==> src/rtl/decode_stage.sv <==
// Registered decode stage for the 9-bit core: one instruction per handshake in, one micro-op out.
// SWAP is split into two micro-ops. Define DECODE_ILLEGAL_TRAP_EN to flag op 111/opType 11 as illegal.
module decode_stage #(
  parameter int INSTR_W = 9,
  parameter int PC_W    = 8
) (
  input  logic               clk,
  input  logic               rst_n,
  input  logic               in_valid,
  input  logic [INSTR_W-1:0] in_instr,
  input  logic [PC_W-1:0]    in_pc,
  output logic               in_ready,
  input  logic               flush,
  output logic               out_valid,
  input  logic               out_ready,
  output logic [2:0]         alu_op,
  output logic [1:0]         op_type,
  output logic [1:0]         rd_addr,
  output logic [1:0]         rs_addr,
  output logic [5:0]         imm,
  output logic               reg_write,
  output logic               mem_read,
  output logic               mem_write,
  output logic               branch,
  output logic               jump,
  output logic               swap_second,
  output logic [PC_W-1:0]    pc_out,
  output logic               illegal
);

  localparam logic RUN   = 1'b0;
  localparam logic SWAP2 = 1'b1;

  logic       state_reg;
  logic [2:0] d_op;
  logic [1:0] d_op_type, d_rd, d_rs;
  logic [5:0] d_imm;
  logic       d_rw, d_mr, d_mw, d_br, d_jp, d_swap, d_illegal;
  logic       accept;

  assign in_ready = (state_reg == RUN) && !flush && (!out_valid || out_ready);
  assign accept   = in_valid && in_ready;
  assign d_op     = in_instr[8:6];

  always_comb begin
    d_op_type = 2'b00;
    d_rd      = 2'b00;
    d_rs      = 2'b00;
    d_imm     = 6'd0;
    d_rw      = 1'b0;
    d_mr      = 1'b0;
    d_mw      = 1'b0;
    d_br      = 1'b0;
    d_jp      = 1'b0;
    d_swap    = 1'b0;
    d_illegal = 1'b0;
    case (d_op)
      3'b000, 3'b111: begin
        d_op_type = in_instr[5:4];
        d_rd      = in_instr[3:2];
        d_rs      = in_instr[1:0];
        d_imm     = {4'b0000, in_instr[1:0]};
      end
      3'b110: d_imm = in_instr[5:0];
      default: begin
        d_rd  = in_instr[5:4];
        d_rs  = in_instr[3:2];
        d_imm = {2'b00, in_instr[3:0]};
      end
    endcase
    case (d_op)
      3'b000, 3'b010, 3'b011: d_rw = 1'b1;
      3'b001: d_br = 1'b1;
      3'b100: begin
        d_mr = 1'b1;
        d_rw = 1'b1;
      end
      3'b101: d_mw = 1'b1;
      3'b110: d_jp = 1'b1;
      default: begin
        // op 111: opType 00/01 are register ops, 10 is SWAP (uop0 writes rd), 11 issues no strobes
        case (in_instr[5:4])
          2'b00, 2'b01: d_rw = 1'b1;
          2'b10: begin
            d_rw   = 1'b1;
            d_swap = 1'b1;
          end
          default: begin
`ifdef DECODE_ILLEGAL_TRAP_EN
            d_illegal = 1'b1;
`else
            d_illegal = 1'b0;
`endif
          end
        endcase
      end
    endcase
  end

  always_ff @(posedge clk or negedge rst_n) begin
    if (!rst_n) begin
      state_reg   <= RUN;
      out_valid   <= 1'b0;
      alu_op      <= 3'b000;
      op_type     <= 2'b00;
      rd_addr     <= 2'b00;
      rs_addr     <= 2'b00;
      imm         <= 6'd0;
      reg_write   <= 1'b0;
      mem_read    <= 1'b0;
      mem_write   <= 1'b0;
      branch      <= 1'b0;
      jump        <= 1'b0;
      swap_second <= 1'b0;
      pc_out      <= '0;
    end else if (flush) begin
      state_reg <= RUN;
      out_valid <= 1'b0;
    end else if (state_reg == SWAP2) begin
      // uop1 reuses the held uop0 fields with the register roles exchanged
      if (out_ready) begin
        rd_addr     <= rs_addr;
        rs_addr     <= rd_addr;
        reg_write   <= 1'b1;
        swap_second <= 1'b1;
        out_valid   <= 1'b1;
        state_reg   <= RUN;
      end
    end else if (accept) begin
      out_valid   <= 1'b1;
      alu_op      <= d_op;
      op_type     <= d_op_type;
      rd_addr     <= d_rd;
      rs_addr     <= d_rs;
      imm         <= d_imm;
      reg_write   <= d_rw;
      mem_read    <= d_mr;
      mem_write   <= d_mw;
      branch      <= d_br;
      jump        <= d_jp;
      swap_second <= 1'b0;
      pc_out      <= in_pc;
      state_reg   <= d_swap ? SWAP2 : RUN;
    end else if (out_ready) begin
      out_valid <= 1'b0;
    end
  end

`ifdef DECODE_ILLEGAL_TRAP_EN
  logic illegal_reg;

  always_ff @(posedge clk or negedge rst_n) begin
    if (!rst_n)
      illegal_reg <= 1'b0;
    else if (flush)
      illegal_reg <= 1'b0;
    else if (state_reg == SWAP2) begin
      if (out_ready)
        illegal_reg <= 1'b0;
    end else if (accept)
      illegal_reg <= d_illegal;
  end

  assign illegal = illegal_reg;
`else
  logic unused_illegal;
  assign unused_illegal = d_illegal;
  assign illegal        = 1'b0;
`endif

endmodule

==> config.mk <==
export PLATFORM = sky130hd
export DESIGN_NAME = decode_stage
export DESIGN_NICKNAME = d
export VERILOG_FILES = /design/src/rtl/decode_stage.sv
export SDC_FILE = /design/constraint.sdc
export NUM_CORES = 1
export LEC_CHECK = 0
export ABC_AREA = 1
export BUFFER_PORTS_ARGS = -buffer_cell sky130_fd_sc_hd__buf_2
export CAP_MARGIN = 40
export CORE_AREA = 2 2 67 69
export CTS_CLUSTER_DIAMETER = 50
export DETAILED_ROUTE_END_ITERATION = 8
export DIE_AREA = 0 0 69 71
export GPL_TIMING_DRIVEN = 0
export PLACE_DENSITY_LB_ADDON = 0.15
export SETUP_SLACK_MARGIN = 0.5
export SYNTH_ARGS = -nofsm -noshare
export SYNTH_HDL_FRONTEND = slang
export SYNTH_SLANG_ARGS = --single-unit
==> constraint.sdc <==
create_clock -name clk -period 2.5 [get_ports clk]
set_input_delay 0.25 -clock clk [delete_from_list [all_inputs] [get_ports clk]]
set_output_delay 0.25 -clock clk [all_outputs]
set_load 0.01 [all_outputs]
# Word-level counts from Yosys, hierarchy flattened
# Index checks and enable logic that the tools add are counted.
dict set report word_totals {
  reg_bits 31
  latchBits 0
  ram_bits 0
  rom_bits 0
  output_inout_bits 32
  elab_cells 77
  mem_count 0
}
dict set report classes {
  add_sub_neg 0
  multipliers 0
  div_mod_pow 0
  n_lt_le_gt_ge 0
  eq_ne 11
  shifts 0
  mux 32
  bitwise_logic 2
  n_reduce_logical 18
}
# cell n
set ops {}
lappend ops {{1-bit 2-to-1 mux} 21}
lappend ops {{2-bit 2-to-1 mux} 7}
lappend ops {{3-bit == test (second input constant)} 4}
lappend ops {{6-bit case mux with 2 select lines} 1}
lappend ops {{2-bit case mux with 2 select lines} 2}
lappend ops {{7-bit OR reduction} 1}
lappend ops {{3-bit by 2-bit == test with 1-bit output (second input constant)} 2}
lappend ops {{3-bit AND reduction} 2}
lappend ops {{3-bit OR reduction} 2}
lappend ops {{4-bit OR reduction} 1}
lappend ops {{3-bit by 1-bit == test with 1-bit output (second input constant)} 1}
lappend ops {{1-bit logical AND} 3}
lappend ops {{3-bit zero test} 1}
lappend ops {{3-bit inequality test (second input constant)} 1}
lappend ops {{3-bit nonzero test} 1}
lappend ops {{2-bit by 1-bit == test with 1-bit output (second input constant)} 1}
lappend ops {{2-bit == test (second input constant)} 1}
lappend ops {{1-bit zero test} 2}
lappend ops {{2-bit zero test} 1}
lappend ops {{2-bit inequality test (second input constant)} 1}
lappend ops {{1-bit NOT} 2}
lappend ops {{1-bit case mux with 2 select lines} 1}
lappend ops {{2-bit AND reduction} 1}
lappend ops {{2-bit nonzero test} 1}
lappend ops {{2 further kinds} 2}

# Depth between registers and ports, before layout
# Gate-level depths: netlist of the first run.
dict set report logic_depth {
  depth_word 7
  ltp_mapped 7
  ltp_nobuf 7
}

# Worst setup path before layout of the first run
# No wires, ideal clock.
dict set report synth_timing {
  path_kind {register -> register}
  startpoint {register state_reg}
  endpoint {register imm[2]}
  setup_time_ns 0.118
  arrival_time_ns 1.047
  slack_ns 1.335
  stages_incl_launch_ff 7
  synth_period_minus_slack_ns 1.165
  cell_sequence {dfrtp_1 -> nor2_2 -> nand3_4 -> buf_6 -> buf_6 -> nand2_1 -> nand2_1}
}
dict set report synth_via {
  elab_chain_len 5
}
# element line_no
set synth_lines {}
lappend synth_lines {{start, declared} 34} ;# logic state_reg;
lappend synth_lines {{start signal, assigned} 143} ;# state_reg <= d_swap ? SWAP2 : RUN;
lappend synth_lines {{1-bit NOT (no line) (*)} -}
lappend synth_lines {{1-bit logical AND (2 in a row)} 41} ;# assign in_ready = (state_reg == RUN) && !flush && (!out_valid || out_ready);
lappend synth_lines {{1-bit logical AND} 42} ;# assign accept = in_valid && in_ready;
lappend synth_lines {{3-bit AND reduction (no line) (*)} -}
lappend synth_lines {{end signal, assigned} 135} ;# imm <= d_imm;
lappend synth_lines {{end, declared} 20} ;# output logic [5:0] imm,
# Every way passes the cells marked *; elsewhere a longest branch is shown, timed or not.
# A chain may end at the register's enable or synchronous reset.

# Worst setup path in the final report of the first run
dict set report layout_timing {
  startpoint {register state_reg}
  endpoint {output in_ready}
}
dict set report layout_via {
  elab_chain_len 3
}
# element line_no
set layout_lines {}
lappend layout_lines {{1-bit NOT (no line)} -}
lappend layout_lines {{1-bit logical AND (2 in a row)} 41}
lappend layout_lines {{end, declared} 12} ;# output logic in_ready,
# No other way between the ends.

==> metrics.txt, run 1 <==
outcome completed; max-slew violation count 0; DIE AREA just under 5000 um^2; initial core utilization 34.0%; WL per Instance 12.1 um; Mapped Area ~1400 um^2; total CTS buffers 5; Die X around 70 um; worst skew pair latency 0.28 ns; first-pass iteration count of the detailed router 4; worst setup margin about 1.1 ns; Place WS 1.16 ns; grt ovf 0; synth-to-layout area growth 29.7%; crit path max fanout 7; I/O Pins 54; CP required 2.25 ns; ratio of cells with drive above 1 in the final layout 32.9%; Max VDD drop 0.280 mV; clock-pin transition on the worst setup and hold timing paths 0.07 ns; Clock Skew 0.00515 ns; antenna-violating nets left 0; Core Box Area 4200 um^2; critical path's largest stage delay 0.45 ns; DRC 0; Hold Fails Final Rpt 0; Final nets approximately 250; RSZ-0062 raised after global routing no; worst setup path class reg2out; #FFs+latches synth 31; CTS Root Cell clkbuf_8; final-report setup violation count 0; post-synthesis area per instance 8.37 um^2; biggest regs pc_out x8, imm x6, alu_op x3; Tcrit/Tclk final about 57%; Worst Setup End Kind primary output; Final Total Pwr about 1.3 mW; min cycle time layout 1.43 ns; pwr/cell area 701 nW/um^2; Mapped Nets 193; number of global-route vias before repair 1277; YS warnings 0; Total GRT Usage 15.5%; DP Cell Count about 280; num rows 24; CP top delay family flip-flops; Max Root-Sink Buffers 2; register area share after synthesis a little over half; Worst Hold Class in2async; Post-DP HPWL roughly 2500 um; pin count of the biggest net entering global routing 32; Top reg by flops pc_out; global-route wire length before repair 6080 um; max reg flops 8; routability congestion estimate from global placement between 0.7 and 0.8; Syn Inst Count 171; f_max ~0.7 GHz; DIE HEIGHT between 70 and 80 um; Finished Layout Cells 283; max-cap viol count 0; CP startpoint kind register; CTS tree done; Max-Slew Margin vs Limit approximately 54%; PortBufs 52; Netlist cell types 23; fill cell count between 400 and 500; Via density ~4.6; total wire length 3430 um; WP buf/inv 2; worst path cell trace inv_2 > nand2_1 > nor2_1 > buf_2; Worst EP arrival 1.18 ns; ant diodes 0; Post-CTS Hold Fix Bufs 0; post-CTS sizing 0; worst-margin pin slew 0.694 ns; clock sink count 31; initial DRC count 67; CTS H-tree depth 2; post-CTS setup buffer count 0; Leak 1.08 nW; setup TNS 0 ns; Critical-path top delay cell dfrtp_1; DR vias between 1k and 1.5k; antenna violations before repair 0
## logic make-up after synthesis
kind of cell / Yosys count / share of synthesized area (%)
other: 1 / 0.262
flip-flops: 31 / 54.2
buffers and inverters: 19 / 6.64
AND/OR/NAND/NOR: 96 / 29.0
AO/OA/AOI/OAI: 24 / 9.88
## synth_stat cells
cell,instances,area [um^2]
nand2_2,3,18.8
nand2_1,67,251
a21oi_1,11,55.1
a31oi_1,1,6.26
buf_6,2,22.5
o21ai_1,2,10.0
nor2_2,3,18.8
nand3_1,10,50.1
nor3_2,1,10.0
nand3_4,1,17.5
inv_1,12,45.0
buf_2,1,5.00
dfrtp_1,31,776
buf_4,2,15.0
o31ai_2,1,12.5
conb_1,1,3.75
inv_2,2,7.51
a22o_1,2,17.5
nor2_4,1,11.3
o31ai_1,1,7.51
o21a_1,1,7.51
nor2_1,10,37.5
o21ai_0,5,25.0
## metrics by stage
step           hold slack, ns  cell area [um^2]  util, %
2_1_floorplan         -0.0456              1430        -
3_3_place_gp            0.343              1760     41.8
3_5_place_dp            0.337              1760     41.8
4_1_cts                0.0356              1860     44.2
5_1_grt                0.0740              1860     44.2
6_report               0.0165              1860     44.2
## per-layer routing
layer | up-vias | global-route usage [%] | part of all wire (%)
met2 | 41 | 23.7 | 43
met3 | 5 | 4.13 | 6.1
li1 | 655 | - | -
met4 | 0 | 7.19 | 1.6
met5 | - | 0 | 0
met1 | 602 | 20.8 | 50
## path summary, 6_finish.rpt
| kind | depth (start not counted) | slack, ns | from | end |
|---|---|---|---|---|
| max | 4 | 1.07 | state_reg | in_ready |
| min reg2reg | 2 | 0.47 | imm[2] | imm[2] |
| max reg2reg | 6 | 1.15 | state_reg | rs_addr[0] |
| min | 1 | 0.02 | rst_n | pc_out[1] |
| max in group asynchronous | 1 | 2.04 | rst_n | imm[1] |
| min in group clk | 3 | 0.17 | in_pc[5] | pc_out[5] |
## area by class of cell
| class | instances | area [um^2] | share of cell area, % |
|---|---|---|---|
| Sequential cell | 31 | 776 | 41.8 |
| Multi-Input combinational cell | 121 | 561 | 30.2 |
| Timing Repair Buffer | 52 | 260 | 14.0 |
| Clock buffer | 8 | 100 | 5.39 |
| Tap cell | 52 | 65.1 | 3.50 |
| Inverter | 14 | 52.6 | 2.83 |
| Buffer | 5 | 42.5 | 2.29 |
## power by group
group          switching [mW]  leakage [nW]  internal (mW)
logic                   0.155         0.637          0.107
clock network           0.182        0.0515          0.251
registers              0.0375         0.391          0.569
total                   0.374          1.08          0.927
## cells in the final DEF (no fill, tap or decap), drive strengths merged
cell	synthesis	layout
nor3	1	1
nor2	14	14
o21ai	7	7
clkbuf	0	8
o31ai	2	2
buf	5	57
dfrtp	31	31
inv	14	14
o21a	1	1
nand2	70	70
conb	1	1
a22o	2	2
a31oi	1	1
a21oi	11	11
nand3	11	11
No activity file was read; power rests on OpenSTA's default activity.
==> inputs of run 2 (changes only) <==
--- a/config.mk
+++ b/config.mk
@@ -5,13 +5,13 @@
 export SDC_FILE = /design/constraint.sdc
 export NUM_CORES = 1
 export LEC_CHECK = 0
-export ABC_AREA = 1
+export ABC_AREA = 0
 export BUFFER_PORTS_ARGS = -buffer_cell sky130_fd_sc_hd__buf_2
 export CAP_MARGIN = 40
-export CORE_AREA = 2 2 67 69
+export CORE_AREA = 2 2 69 71
 export CTS_CLUSTER_DIAMETER = 50
 export DETAILED_ROUTE_END_ITERATION = 8
-export DIE_AREA = 0 0 69 71
+export DIE_AREA = 0 0 71 73
 export GPL_TIMING_DRIVEN = 0
 export PLACE_DENSITY_LB_ADDON = 0.15
 export SETUP_SLACK_MARGIN = 0.5
==> constraint.sdc (replaced) <==
create_clock -name clk -period 1.15 [get_ports clk]
set_input_delay 0.115 -clock clk [delete_from_list [all_inputs] [get_ports clk]]
set_output_delay 0.115 -clock clk [all_outputs]
set_load 0.01 [all_outputs]
==> run 2 against run 1 <==
  * The flow now finishes with violations (negative hold slack, negative setup slack)
  * Clock power is 98% higher
  * Flip-flop and latch count stayed put
  * Combinational power grew to 3.2 times the previous value
  * Global-route usage is 1.9 points higher
  * Synthesized area is 5.7% higher
  * Power is 130% higher
  * Largest power group unchanged
==> metrics.txt, run 2 <==
busiest layer in global routing met2; f_max 0.762 GHz; Total GRT Usage 17.4% (+1.9 points); RSZ-0062 raised after global routing yes; CTS H-tree depth 2 (unchanged); number of synthesized flops with an enable pin 0 (unchanged); Leak 1.23 nW (+14%); global-route wire length before repair 6890 um (+13%); CP startpoint kind register; Sw Share 29.0% (+0.20 points); commonest non-fill, non-tap cell in the layout buf_2; Worst Hold Class in2async; clock-pin transition on the worst setup and hold timing paths 0.06 ns (about the same); hold_ws -0.122 ns (-0.138 ns); reg-to-reg critical path startpoint state_reg; final instance area 2310 um^2 (+24%); reg-to-reg slack, setup -0.16 ns (-1.31 ns); total wire length 4150 um (+21%); Post-synth top cells 49 x nand2_1, 31 x dfrtp_1, 11 x o21ai_0; clock sink count 31 (unchanged); Tcrit/Tclk final 114%; first-pass iteration count of the detailed router 4 (unchanged); failing checks negative hold slack, negative setup slack; Critical-path top delay cell dfrtp_2; simple-gate area share of the yosys netlist 22.0% (-7.0 points); cell-internal power 2.12 mW (+130%); initial DRC count 77 (+15%); compound-gate portion of the synthesized area 18.1% (+8.2 points); synthesized-area fraction occupied by adder cells 0% (unchanged); M3 GR Usage 4.42% (+0.29 points); net switching power 865 uW (+130%); Max-Slew Margin vs Limit 53.4% (-0.37 points); met2 Track Usage GR 26.7% (+3.0 points); Die X 71 um (+2.9%); Finished Layout Cells 304 (+7.4%); Synth async-reset ratio 100% (unchanged); met1 global-route usage 23.3% (+2.5 points); Place WS -0.132 ns (-1.29 ns); max-slew violation count 0 (unchanged); total CTS buffers 5 (unchanged); antenna violations before repair 0 (unchanged); CP required 1.32 ns (-0.93 ns); Core Box Area 4540 um^2 (+7.9%); Hold Fails Final Rpt 31 (+31); area leader, netlist dfrtp_1; worst setup path class reg2reg; Netlist cell types 32 (+39%); initial core utilization 33.4% (-0.70 points); Syn Inst Count 163 (-4.7%); min cycle time layout roughly 1.3 ns; Max VDD drop 0.387 mV (+38%); DIE AREA 5180 um^2 (+5.8%); number of global-route vias before repair 1444 (+13%); max reg flops 8 (unchanged); DIE HEIGHT 73 um (+2.8%); Final nets 272 (+7.9%); routability congestion estimate from global placement 0.688 (-7.6%); register area share after synthesis 51.3% (-2.9 points); DP Area 1870 um^2 (+6.6%); synth-to-layout area growth 52.7%; worst path cell trace nor2_4 > and3_4 > buf_8 > mux2_4; Mapped Nets 185 (-4.1%); ant diodes 0 (unchanged); antenna-violating nets left 0 (unchanged); pwr/cell area 1290 nW/um^2 (+85%); Reg2Reg Capture Point jump; max-cap viol count 0 (unchanged); post-synthesis mux area share 0.744% (+0.74 points); CTS Root Cell clkbuf_8; DRC 0 (unchanged); outcome finished with violations; pin count of the biggest net entering global routing 32 (unchanged); ratio of cells with drive above 1 in the final layout 48.0% (+15 points); Synth top area share 51.3% (-2.9 points); top_reg_cell synth dfrtp_1; Seq pwr share 43.7% (-2.9 points); YS warnings 0 (unchanged); post-synthesis area per instance 9.28 um^2 (+11%); Worst Setup End Kind register; worst-margin pin slew 0.699 ns (+0.00548 ns); worst skew pair latency 0.28 ns (about the same); crit path max fanout 6 (-1); DP Cell Count 268 (-2.5%); Clock Skew 0.00331 ns (-0.00184 ns); most common cell in the netlist nand2_1; Mapped Area 1510 um^2 (+5.7%); Clock power frac 28.7% (-4.6 points); fill cell count 461 (+2.9%); top cells by area, synth dfrtp_1 51%, nand2_1 12%, o21ai_0 3.6%, o31ai_1 3.0%, a221o_1 2.6%; Worst EP arrival 1.48 ns (+0.30 ns); DR vias 1481 (+14%); #FFs+latches synth 31 (unchanged); worst setup margin -0.163 ns (-1.24 ns); Via density 4.87 (+5.8%); Comb power frac 27.6% (+7.5 points); Max Root-Sink Buffers 2 (unchanged); final-report setup violation count 32 (+32); PortBufs 51 (-1.9%); I/O Pins 54 (unchanged); Top reg by flops pc_out; most frequent cells in the layout 54 x buf_2, 44 x nand2_1, 30 x dfrtp_1; critical path's largest stage delay 0.44 ns (about the same); num rows 25 (+4.2%); main combinational cell family by area after synthesis simple AND/OR/NAND/NOR gates; biggest regs pc_out x8, imm x6, alu_op x3; WL per Instance 13.7 um (+13%); worst r2r path cells 4 (-2); CTS tree done; Post-DP HPWL 2700 um (+6.4%); grt ovf 0 (unchanged); fraction of synthesized cell area in xor and xnor cells 0% (unchanged)
-- run 2: changes by cell type after synthesis, moves of 5 or more --
cell | before | now
a21oi_1 | 11 | 2
nand2_1 | 67 | 49
nor2_1 | 10 | 4
o21ai_0 | 5 | 11
o31ai_1 | 1 | 6
-- run 2: timing repair --
action                                  in CTS  in global routing
pin swaps                                    3                  7
endpoints found under the setup margin      62                 62
gates resized for setup                     13                 14
gates cloned                                 4                  0
setup buffers                               19                  6
hold endpoints to repair                    31                 31
-- run 2: cells by family after synthesis --
family | count (synthesis)
and+or+nand+nor | 73
AOI/OAI and AO/OA | 36
DFF | 31
other | 1
muxes | 1
buffers and inverters | 21
-- run 2: metrics by stage --
| step | TNS, ns | utilization (%) | power (mW) |
|---|---|---|---|
| global route | -5.15 | 50.9 | 3.20 |
| detailed placement | -1.93 | 41.3 | 1.95 |
| global placement | -2.26 | 41.3 | 1.94 |
| finish | -2.72 | 50.9 | 2.99 |
| floorplan | -0.180 | - | 1.66 |
| CTS | -2.82 | 49.1 | 2.98 |
-- run 2: how the worst max path moves through the flow --
stage	end	slack [ns]	cells after the start	startpoint
floorplan	jump	-0.07	4	out_valid
global placement	rd_addr[0]	-0.13	5	in_instr[7]
detailed placement	mem_write	-0.13	4	state_reg
CTS	pc_out[4]	-0.13	6	state_reg
global route	jump	-0.21	4	state_reg
finish	jump	-0.16	4	state_reg
-- run 2: area by class of cell --
| cell class | count | area, um^2 | share of cell area (%) |
|---|---|---|---|
| Sequential cell | 31 | 777 | 33.6 |
| Multi-Input combinational cell | 112 | 711 | 30.8 |
| Timing Repair Buffer | 79 | 509 | 22.0 |
| Buffer | 12 | 124 | 5.36 |
| Clock buffer | 6 | 82.6 | 3.58 |
| Tap cell | 54 | 67.6 | 2.93 |
| Inverter | 9 | 33.8 | 1.46 |
| Clock inverter | 1 | 5.00 | 0.217 |
-- run 2: power by group through the flow --
stage / registers (mW) / clock network [mW] / logic, mW
finish: 1.30 / 0.857 / 0.826
global route: 1.32 / 0.960 / 0.918
CTS: 1.30 / 0.899 / 0.779
detailed placement: 1.33 / 0 / 0.614
global placement: 1.33 / 0 / 0.611
floorplan: 1.40 / 0 / 0.266
-- run 2: critical path: cells and delay by family, from the launching register on --
family / cells / cell delay (ns)
flip-flops: 1 / 0.44
multiplexers: 1 / 0.30
buffers and inverters: 1 / 0.13
AND/OR/NAND/NOR: 2 / 0.33
-- run 2: routing by layer --
layer	part of all wire, %	wire, um
met1	46	1890
met5	0	0
met3	5.3	221
met4	2.0	82
met2	47	1960
==> inputs of run 3 (changes only) <==
--- a/config.mk
+++ b/config.mk
@@ -6,12 +6,12 @@
 export NUM_CORES = 1
 export LEC_CHECK = 0
 export ABC_AREA = 0
-export BUFFER_PORTS_ARGS = -buffer_cell sky130_fd_sc_hd__buf_2
 export CAP_MARGIN = 40
 export CORE_AREA = 2 2 69 71
 export CTS_CLUSTER_DIAMETER = 50
 export DETAILED_ROUTE_END_ITERATION = 8
 export DIE_AREA = 0 0 71 73
+export DONT_BUFFER_PORTS = 1
 export GPL_TIMING_DRIVEN = 0
 export PLACE_DENSITY_LB_ADDON = 0.15
 export SETUP_SLACK_MARGIN = 0.5
==> run 3 against run 2 <==
  * The run still ends with negative hold slack, negative setup slack left
  * Sequential power up 9%
  * Critical path depth unchanged
  * Count of clock-buffer cells in the layout down 1
  * Clock power down 2.7%
  * Via count down 12%
  * Design area down 12%
  * Critical path type unchanged
==> metrics.txt, run 3 (synthesis results as in run 2) <==
outcome finished with violations; failing checks negative hold slack, negative setup slack; routability congestion estimate from global placement 0.717 (+4.2%); cell-internal power 1.87 mW (-12%); global-route wire length before repair 6530 um (-5.1%); total CTS buffers 5 (unchanged); Tcrit/Tclk final 112% (-2.4 points); Final nets 211 (-22%); Leak 0.936 nW (-24%); worst skew pair latency 0.28 ns (about the same); WL per Instance 16.7 um (+23%); pin count of the biggest net entering global routing 32 (unchanged); CTS Root Cell clkbuf_8; biggest regs pc_out x8, imm x6, alu_op x3; CTS H-tree depth 2 (unchanged); area of the multi-input gates 749 um^2 (+5.5%); Top reg by flops pc_out; antenna violations before repair 0 (unchanged); DR vias 1300 (-12%); clock-pin transition on the worst setup and hold timing paths 0.07 ns (about the same); initial DRC count 45 (-42%); commonest non-fill, non-tap cell in the layout nand2_1; Comb power frac 16.3% (-11 points); ratio of cells with drive above 1 in the final layout 29.5% (-19 points); CTS tree done; fill cell count 414 (-10%); PortBufs 0 (-100%); max-cap viol count 0 (unchanged); DRC 0 (unchanged); most frequent cells in the layout 43 x nand2_1, 27 x dfrtp_1, 13 x dlygate4sd3_1; Reg area 781 um^2 (+0.48%); Sw Share 30.3% (+1.3 points); Post-DP HPWL 2730 um (+1.1%); total wire length 4090 um (-1.6%); Clock Skew 0.00740 ns (+0.00409 ns); Total GRT Usage 16.7% (-0.74 points); worst setup margin -0.135 ns (+0.0280 ns); DIE HEIGHT 73 um (unchanged); hold_ws -0.483 ns (-0.361 ns); CP required 1.32 ns (about the same); max reg flops 8 (unchanged); CP startpoint kind register; clock sink count 31 (unchanged); Max VDD drop 0.477 mV (+23%); RSZ-0062 raised after global routing yes; antenna-violating nets left 0 (unchanged); crit path max fanout 7 (+1); pwr/cell area 1330 nW/um^2 (+2.5%); synth-to-layout area growth 34.0%; net switching power 814 uW (-5.9%); Worst Hold Class in2async; Via density 5.33 (+9.4%); Die X 71 um (unchanged); max-slew violation count 0 (unchanged); Core Box Area 4540 um^2 (unchanged); num rows 25 (unchanged); initial core utilization 33.4% (unchanged); final instance area 2030 um^2 (-12%); Hold Fails Final Rpt 33 (+6.5%); Worst Setup End Kind register; final-report setup violation count 27 (-16%); ant diodes 0 (unchanged); Clock power frac 31.0% (+2.3 points); Worst EP arrival 1.46 ns (-0.02 ns); I/O Pins 54 (unchanged); Max Root-Sink Buffers 2 (unchanged); f_max 0.778 GHz (+2.2%); first-pass iteration count of the detailed router 4 (unchanged); DP Area 1620 um^2 (-14%); min cycle time layout 1.29 ns (-0.0280 ns); grt ovf 0 (unchanged); Seq pwr share 52.7% (+9.0 points); DIE AREA 5180 um^2 (unchanged); worst setup path class reg2reg; number of global-route vias before repair 1353 (-6.3%)
-- run 3: changes by cell type in the layout (fill, tap and decap cells not counted), moves of 3 or more --
cell / change
dfrtp_1: -3
dfrtp_2: +3
buf_4: -20
dlygate4sd3_1: +13
buf_2: -51
-- run 3: final cells by class --
class | count | share of cell area (%)
buffer | 12 | 5.93
inverter | 9 | 1.67
multi-input combinational | 111 | 37.0
timing repair buffer | 19 | 9.44
clock buffer | 5 | 3.40
clock inverter | 3 | 0.741
sequential | 31 | 38.5
tap | 54 | 3.33
-- run 3: layer usage --
metal  routed length [um]  track usage [%]
met5                    0                0
met2                 2040             27.5
met1                 1620             18.9
met3                  341             6.91
met4                   84             7.55
-- run 3: path summary, 6_finish.rpt --
path                              from         end  slack (ns)  cells after the start
setup / recovery             state_reg        jump       -0.14                      4
hold / removal                   rst_n   pc_out[0]       -0.48                      0
setup reg to reg             state_reg        jump       -0.14                      4
hold reg to reg                 imm[4]      imm[4]        0.54                      2
max in group asynchronous        rst_n  rd_addr[1]        1.55                      0
min in group clk           in_instr[3]      imm[3]       -0.04                      1
-- run 3: power groups by stage --
stage / Clock, mW / Sequential [mW] / Combinational [mW]
global placement: 0 / 1.43 / 0.305
detailed placement: 0 / 1.43 / 0.320
floorplan: 0 / 1.40 / 0.266
finish: 0.834 / 1.42 / 0.437
global route: 0.921 / 1.44 / 0.487
CTS: 0.866 / 1.42 / 0.420
-- run 3: per-stage QoR --
stage          TNS, ns  power [mW]  instances  utilization, %  setup slack (ns)
4_1_cts          -1.60        2.70        242            43.8            -0.128
3_3_place_gp     -1.80        1.73        217            35.6            -0.120
5_1_grt          -2.81        2.84        244            44.7            -0.171
6_report         -1.26        2.69        244            44.7            -0.135
3_5_place_dp     -2.79        1.75        217            35.6            -0.169
2_1_floorplan   -0.180        1.66        163               -           -0.0690
-- run 3: repair_timing --
action,in CTS,in global routing
setup buffers,4,1
setup endpoints to repair,62,62
hold buffers,12,1
pin swaps,7,2
resized for setup,28,9
hold endpoints to repair,49,35
gates cloned,1,0
-- run 3: worst max-delay path: stages (launching register included) --
cell and delay (ns):
dfrtp_2 0.44, nor2_4 0.13, and3_4 0.20, buf_8 0.12, mux2_4 0.29
